--- config.mk ---
export PLATFORM = sky130hd
export DESIGN_NAME = fetch_unit
export DESIGN_NICKNAME = d
export VERILOG_FILES = /design/src/rtl/cpu_pkg.sv /design/src/rtl/pc_reg.sv /design/src/rtl/fetch_unit.sv
export SDC_FILE = /design/constraint.sdc
export NUM_CORES = 1
export LEC_CHECK = 0
export CORE_MARGIN = 2
export CORE_UTILIZATION = 40
export CTS_BUF_LIST = sky130_fd_sc_hd__clkbuf_8
export DETAILED_ROUTE_END_ITERATION = 10
export GPL_TIMING_DRIVEN = 0
export HOLD_SLACK_MARGIN = 0.1
export PLACE_DENSITY = 0.67
export SLEW_MARGIN = 20
export SYNTH_ARGS = -nofsm -noshare
export SYNTH_HDL_FRONTEND = slang
export SYNTH_HIERARCHICAL = 1
export SYNTH_SLANG_ARGS = --single-unit
--- constraint.sdc ---
create_clock -name clk -period 5.2 [get_ports clk]
set_clock_uncertainty 0.15 [all_clocks]
set_input_delay 1.04 -clock clk [delete_from_list [all_inputs] [get_ports clk]]
set_output_delay 1.04 -clock clk [all_outputs]
set_load 0.02 [all_outputs]
--- src/rtl/cpu_pkg.sv ---
// cpu_pkg: shared types and constants for the Simple CPU v1 datapath.
package cpu_pkg;
  typedef enum logic [1:0] {IDLE, REQ, LATCH} fetch_state_t;
  localparam int CPU_DW = 8;
  localparam int CPU_AW = 8;
  localparam logic [7:0] CPU_RESET_PC = 8'h00;
endpackage

--- src/rtl/pc_reg.sv ---
// pc_reg: program counter with direct load, increment and pending-jump capture.
module pc_reg #(
  parameter int AW = 8,
  parameter logic [AW-1:0] RESET_PC = '0
) (
  input  logic          clk,
  input  logic          rst_n,
  input  logic          idle,
  input  logic          jump_en,
  input  logic [AW-1:0] jump_addr,
  input  logic          apply,
  input  logic          inc,
  output logic [AW-1:0] pc
);
  logic [AW-1:0] pc_d, pc_q, jump_tgt_d, jump_tgt_q;
  logic jump_pend_d, jump_pend_q;
  // a jump arriving on the retire cycle itself is the newest and wins
  always_comb begin
    pc_d = idle && jump_en ? jump_addr :
           !apply          ? pc_q :
           jump_en         ? jump_addr :
           jump_pend_q     ? jump_tgt_q :
           inc             ? pc_q + 1'b1 : pc_q;
    jump_pend_d = apply ? 1'b0 : (!idle && jump_en) ? 1'b1 : jump_pend_q;
    jump_tgt_d  = (!idle && jump_en) ? jump_addr : jump_tgt_q;
  end
  always_ff @(posedge clk or negedge rst_n) begin
    if (!rst_n) begin
      pc_q        <= RESET_PC;
      jump_tgt_q  <= '0;
      jump_pend_q <= 1'b0;
    end else begin
      pc_q        <= pc_d;
      jump_tgt_q  <= jump_tgt_d;
      jump_pend_q <= jump_pend_d;
    end
  end
  assign pc = pc_q;
endmodule

--- src/rtl/fetch_unit.sv ---
// fetch_unit: pc/ir holder sequencing instruction fetch over a req/ack memory handshake.
module fetch_unit import cpu_pkg::*; #(
  parameter int DW = CPU_DW,
  parameter int AW = CPU_AW,
  parameter logic [AW-1:0] RESET_PC = CPU_RESET_PC,
  parameter int TIMEOUT = 15
) (
  input  logic          clk,
  input  logic          rst_n,
  input  logic          start,
  input  logic          jump_en,
  input  logic [AW-1:0] jump_addr,
  input  logic [DW-1:0] mem_rdata,
  input  logic          mem_ack,
  output logic          mem_req,
  output logic          sel_pc,
  output logic [AW-1:0] pc,
  output logic [DW-1:0] ir,
  output logic          ir_valid,
  output logic          busy,
  output logic          fetch_err
);
  localparam logic [3:0] TLAST = 4'(TIMEOUT - 1);
  fetch_state_t state_d, state_q;
  logic [DW-1:0] ir_d, ir_q;
  logic [3:0] tcnt_d, tcnt_q;
  logic mem_req_d, mem_req_q, sel_pc_d, sel_pc_q, ir_valid_d, ir_valid_q;
  logic busy_d, busy_q, fetch_err_d, fetch_err_q;
  logic timeout;
  assign timeout = state_q == REQ && !mem_ack && tcnt_q == TLAST;
  always_comb begin
    state_d     = state_q;
    ir_d        = ir_q;
    tcnt_d      = tcnt_q;
    mem_req_d   = mem_req_q;
    sel_pc_d    = sel_pc_q;
    ir_valid_d  = 1'b0;
    fetch_err_d = 1'b0;
    case (state_q)
      IDLE: if (start && !jump_en) begin
        state_d   = REQ;
        mem_req_d = 1'b1;
        sel_pc_d  = 1'b1;
        tcnt_d    = '0;
      end
      REQ: if (mem_ack) begin
        state_d    = LATCH;
        ir_d       = mem_rdata;
        mem_req_d  = 1'b0;
        ir_valid_d = 1'b1;
      end else if (timeout) begin
        state_d     = IDLE;
        mem_req_d   = 1'b0;
        sel_pc_d    = 1'b0;
        fetch_err_d = 1'b1;
      end else tcnt_d = tcnt_q + 4'd1;
      default: begin
        state_d  = IDLE;
        sel_pc_d = 1'b0;
      end
    endcase
    busy_d = state_d != IDLE;
  end
  always_ff @(posedge clk or negedge rst_n) begin
    if (!rst_n) begin
      state_q     <= IDLE;
      ir_q        <= '0;
      tcnt_q      <= '0;
      mem_req_q   <= 1'b0;
      sel_pc_q    <= 1'b0;
      ir_valid_q  <= 1'b0;
      busy_q      <= 1'b0;
      fetch_err_q <= 1'b0;
    end else begin
      state_q     <= state_d;
      ir_q        <= ir_d;
      tcnt_q      <= tcnt_d;
      mem_req_q   <= mem_req_d;
      sel_pc_q    <= sel_pc_d;
      ir_valid_q  <= ir_valid_d;
      busy_q      <= busy_d;
      fetch_err_q <= fetch_err_d;
    end
  end
  pc_reg #(.AW(AW), .RESET_PC(RESET_PC)) u_pc (
    .clk       (clk),
    .rst_n     (rst_n),
    .idle      (state_q == IDLE),
    .jump_en   (jump_en),
    .jump_addr (jump_addr),
    .apply     (state_q == LATCH || timeout),
    .inc       (state_q == LATCH),
    .pc        (pc)
  );
  assign mem_req   = mem_req_q;
  assign sel_pc    = sel_pc_q;
  assign ir        = ir_q;
  assign ir_valid  = ir_valid_q;
  assign busy      = busy_q;
  assign fetch_err = fetch_err_q;
endmodule

# Word-level counts from Yosys, hierarchy flattened
# Index checks and enable logic that the tools add are counted.
# W data, S select, Z words.
classes:
  n_addsub: 2
  n_eq_ne: 8
  n_reduce_logical: 20
  n_mux: 26
ops:
  columns: ["op", "count"]
  rows:
  - ["$mux W8", 5]
  - ["$mux W4", 3]
  - ["$mux W1", 11]
  - ["$add A8 B1 Y8 const B", 1]
  - ["$ne A2 B2 Y1 const B", 4]
  - ["$pmux W4 S2", 1]
  - ["$reduce_bool A2 Y1", 4]
  - ["$mux W2", 3]
  - ["$reduce_and A3 Y1", 2]
  - ["$logic_and A1 B1 Y1", 5]
  - ["$add A4 B1 Y4 const B", 1]
  - ["$eq A4 B4 Y1 const B", 1]
  - ["$pmux W1 S2", 2]
  - ["$pmux W2 S2", 1]
  - ["$reduce_and A2 Y1", 2]
  - ["$reduce_and A4 Y1", 1]
  - ["$reduce_bool A4 Y1", 1]
  - ["$logic_not A1 Y1", 3]
  - ["$ne A3 B3 Y1 const B", 1]
  - ["$eq A2 B1 Y1 const B", 1]
  - ["$eq A2 B2 Y1 const B", 1]
  - ["$logic_not A2 Y1", 1]
  - ["$logic_or A1 B1 Y1", 1]
totals:
  in_bits: 21
  reg_bits: 36
  out_inout_bits: 21

# Logic depth before layout (Yosys ltp)
logic_depth:
  ltp_word: 7
  mapped_depth: 10
  ltp_nobuf: 9

# Hierarchy
# Netlist, hierarchy kept.
modules_own_cells:
  columns: ["mod", "n_inst", "seq_area_each_um2", "cells_each", "area_each_um2"]
  rows:
  - ["pc_reg", 1, 425.4, 97, 949.7]
  - ["fetch_unit", 1, 475.5, 61, 804.5]

# Worst setup path before layout
# Ideal clock, no wire load.
synth_timing:
  path_kind: "input port to flip-flop"
  start: "input port mem_ack"
  end: "register u_pc.pc_q[7], in the netlist u_pc/pc[7]"
  setup_time_ns: 0.124
  n_path_buf: 0
  required_time_ns: 4.926
  arrival_ns: 2.318
  path_slack_ns: 2.608
  stages: 7
  path_cell_list: "and4b_1 > and2_1 > or2_1 > o211a_1 > a31oi_1 > a211oi_2 > a211o_1"
synth_between:
  elab_chain_len: 6
synth_lines:
  columns: ["item", "line", "source"]
  rows:
  - ["start: declaration", "fetch_unit.sv:14", "input logic mem_ack,"]
  - ["$logic_not A1 Y1", "fetch_unit.sv:30", "assign timeout = state_q == REQ && !mem_ack && tcnt_q == TLAST;"]
  - ["$logic_and A1 B1 Y1 (2 in a row)", "fetch_unit.sv:30", null]
  - ["$logic_or A1 B1 Y1", "fetch_unit.sv:91", ".apply (state_q == LATCH || timeout),"]
  - ["$reduce_bool A2 Y1 (no source line)", null, null]
  - ["$reduce_and A2 Y1 (no source line)", null, null]
  - ["end signal: assignment", "pc_reg.sv:33", "pc_q <= pc_d;"]
  - ["end: declaration", "pc_reg.sv:15", "logic [AW-1:0] pc_d, pc_q, jump_tgt_d, jump_tgt_q;"]
# Every way passes these cells.
# A chain may end at the register's enable or synchronous reset.

# Final worst setup path
layout_timing:
  start: "input port mem_ack"
  end: "register u_pc.pc_q[4], in the netlist u_pc/pc[4]"
# The elaborated chain is that of the path after synthesis.

==> flow_summary.ini <==
[power]
p_seq_frac = 0.393
finalPower_mw = 1.14
share_comb_of_total_power = 0.370
intPower_mw = 0.755
power.share.switching = 0.338
leakage_nw = 1.05
p_clk_frac = 0.237
power.net_switching_mw = 0.385
ir_drop_uv = 223
powerDensity_nw_per_um2 = 481

[detailed_routing]
drtIter0Drc = 63
routedWlPerCell_um = 15.3
vias = 1420
remaining_drc_errors = 0
drt-total-wl_mm = 3.97
drtPass1Iterations = 4
vias_per_cell = 5.46
final_antenna_net_count = 0

[synth]
yosys-top-cells-area = dfrtp_1 51%, mux2_2 5.8%, mux2_1 5.1%, o21ai_0 2.9%, nand2_1 2.8%
synthAdderAreaFrac = 0.0214
syn_area_um2 = 1750
ys_seq_area_frac = 0.514
synth-compound-area-share = 0.149
synth_top_family_by_area = compound AO/OA/AOI/OAI gates
synth-seq-cells = 36
synth_top_area_share = 0.514
synthMuxAreaShare = 0.132
synth.avg_cell_area_um2 = 11.1
yosysWarnings = 6
synth_nets = 182
synth_xor_area_frac = 0.00999
yosys.area.top_type = dfrtp_1
synth-simple-area-share = 0.143
synth_cell_types = 48
syn-instance-count = 158

[clocking]
cts_htree_levels = 2
clockRootBuffer = clkbuf_8
cts_tree = done
numClockSinks = 36
clockBufferDepth = 2
clk_latency_ps = 290
post_cts_buffers = 0
cts_resized = 0
cts_made_buffers = 5
holdBufCountCts = 0
clk_pin_slew_ps = 70

[timing]
final-setup-viol-count = 0
finalCritPeriodShare = 0.606
hold_slack_ps = 335
slew_headroom = 0.652
min_period_ps = 3150
slew_viol_final = 0
max_freq_ghz = 0.317
final_hold_viol_count = 0
rsz0062_at_grt = no
setup_slack_ps = 2050
worstMarginPinSlew_ps = 521
final.setup.tns_ps = 0

[hold_path]
hold_path_end = ir[7]
hold_path_startpoint = ir[7]
hold_depth = 1
hold_class = reg2reg

[grt]
grt_pass1_wl_mm = 6.81
antenna_found_initial = 0
gr-total-overflow = 0
grt_pass1_vias = 1422
grt_max_degree = 29
grtUsageTotal = 0.175

[place]
routabilityCongestion = 0.750
io_buffers = 41
place_ws_ps = 1750
dp_cells = 252
dp_hpwl_mm = 2.86

[worst_setup_path]
timing.critical_path.from = mem_ack
rrSetupSlack_ps = 2720
start_kind = primary input
r2r-end = u_pc/pc[4]
cp.arrival_ps = 3220
r2r-start = tcnt_q[0]
path_max_fanout = 10
cp.required_ps = 5270
criticalPathCategory = in2reg
end_kind = flop
reg2reg_depth = 10

[layout]
final_cells = 260
syn2layout_area_growth_pct = 35.2
layout-drive-gt1-share = 0.149
nNetsFinal = 231
nFillCells = 382
antenna_cells = 0

[die]
die_area_um2 = 4930
fp.dieW_um = 70.2
coreArea_um2 = 4290
ios = 42
fp-row-count = 24
die_h_um = 70.2
floorplan.initialDensity = 0.409

[status]
status = finished clean

[flow_run]
max_cap_violations = 0
worst max-delay path by stage:
stage                             to  slack [ps]  depth (start not counted)
after global routing      u_pc/pc[6]        1910                          9
final                     u_pc/pc[4]        2050                          9
after floorplan           u_pc/pc[7]        2610                          7
after detailed placement  u_pc/pc[4]        1750                          9
after CTS                 u_pc/pc[4]        2060                          9
after global placement    u_pc/pc[4]        1790                          9
kinds of logic after synthesis:
kind of cell | Yosys count
XOR/XNOR | 2
multiplexers | 21
AO/OA/AOI/OAI | 38
buffers and inverters | 12
adder cells (fa/ha/maj) | 3
flip-flops | 36
AND/OR/NAND/NOR | 46
worst max-delay path: stages:
cell and delay [ps]:
clkdlybuf4s50_1 570, and4b_1 250, and2_1 170, or2_1 280, o21a_1 150, o22ai_2 280, buf_2 280, a21oi_1 60
a21oi_1 140
power by group through the flow:
stage               combinational [mW]  sequential [mW]  clock, mW
global placement                 0.409            0.448          0
finish                           0.421            0.449      0.270
CTS                              0.427            0.449      0.279
floorplan                        0.174            0.508          0
global route                     0.460            0.464      0.291
detailed placement               0.424            0.453          0
per-layer routing:
layer / wire length (um) / track usage / vias up
li1: - / - / 670
met1: 1680 / 0.211 / 706
met2: 2020 / 0.295 / 39
met3: 223 / 0.0620 / 5
met4: 48 / 0.0513 / 0
met5: 0 / 0 / -
per-stage QoR:
| stage | cell area [um^2] | utilization |
|---|---|---|
| 6_report | 2370 | 0.552 |
| 5_1_grt | 2370 | 0.552 |
| 4_1_cts | 2370 | 0.552 |
| 3_5_place_dp | 2240 | 0.523 |
| 3_3_place_gp | 2230 | 0.519 |
| 2_1_floorplan | 1750 | - |
cell usage after synthesis (all sizes together):
cell / instances
a31oi: 1
and2: 3
o22ai: 2
xnor2: 1
o21a: 2
nand4: 1
xor2: 1
o22a: 1
nor3: 1
mux2i: 4
or4b: 2
a221oi: 1
a31o: 1
o221a: 1
mux2: 17
and3: 3
nand4b: 1
nand3: 3
a21oi: 9
dfrtp: 36
o211ai: 1
nand2: 13
buf: 5
nor4: 1
o21ai: 11
o221ai: 1
nor2b: 4
a211oi: 2
nor2: 8
or3: 2
nand2b: 2
o31ai: 1
or2: 1
and4b: 1
inv: 7
o211a: 1
ha: 3
o311ai: 1
a211o: 2
layout by cell type (no fill, tap or decap), drive strengths merged, types with 7 or more instances in the layout:
cell,instances
nand2,13
clkbuf,7
a21oi,9
mux2,17
o21ai,11
inv,7
clkdlybuf4s50,40
nor2,8
dfrtp,36
buf,7
layout make-up:
class,count,area [um^2],share of cell area
flip-flops and latches,36,901,0.380
multi-input cells,110,800,0.337
repair buffers,42,425,0.179
clock buffers,7,96.3,0.0406
well taps,52,65.1,0.0274
clock inverters,1,30.0,0.0127
plain buffers,5,27.5,0.0116
inverters,7,26.3,0.0111
Note: power is estimated with default switching activity, not from simulation.
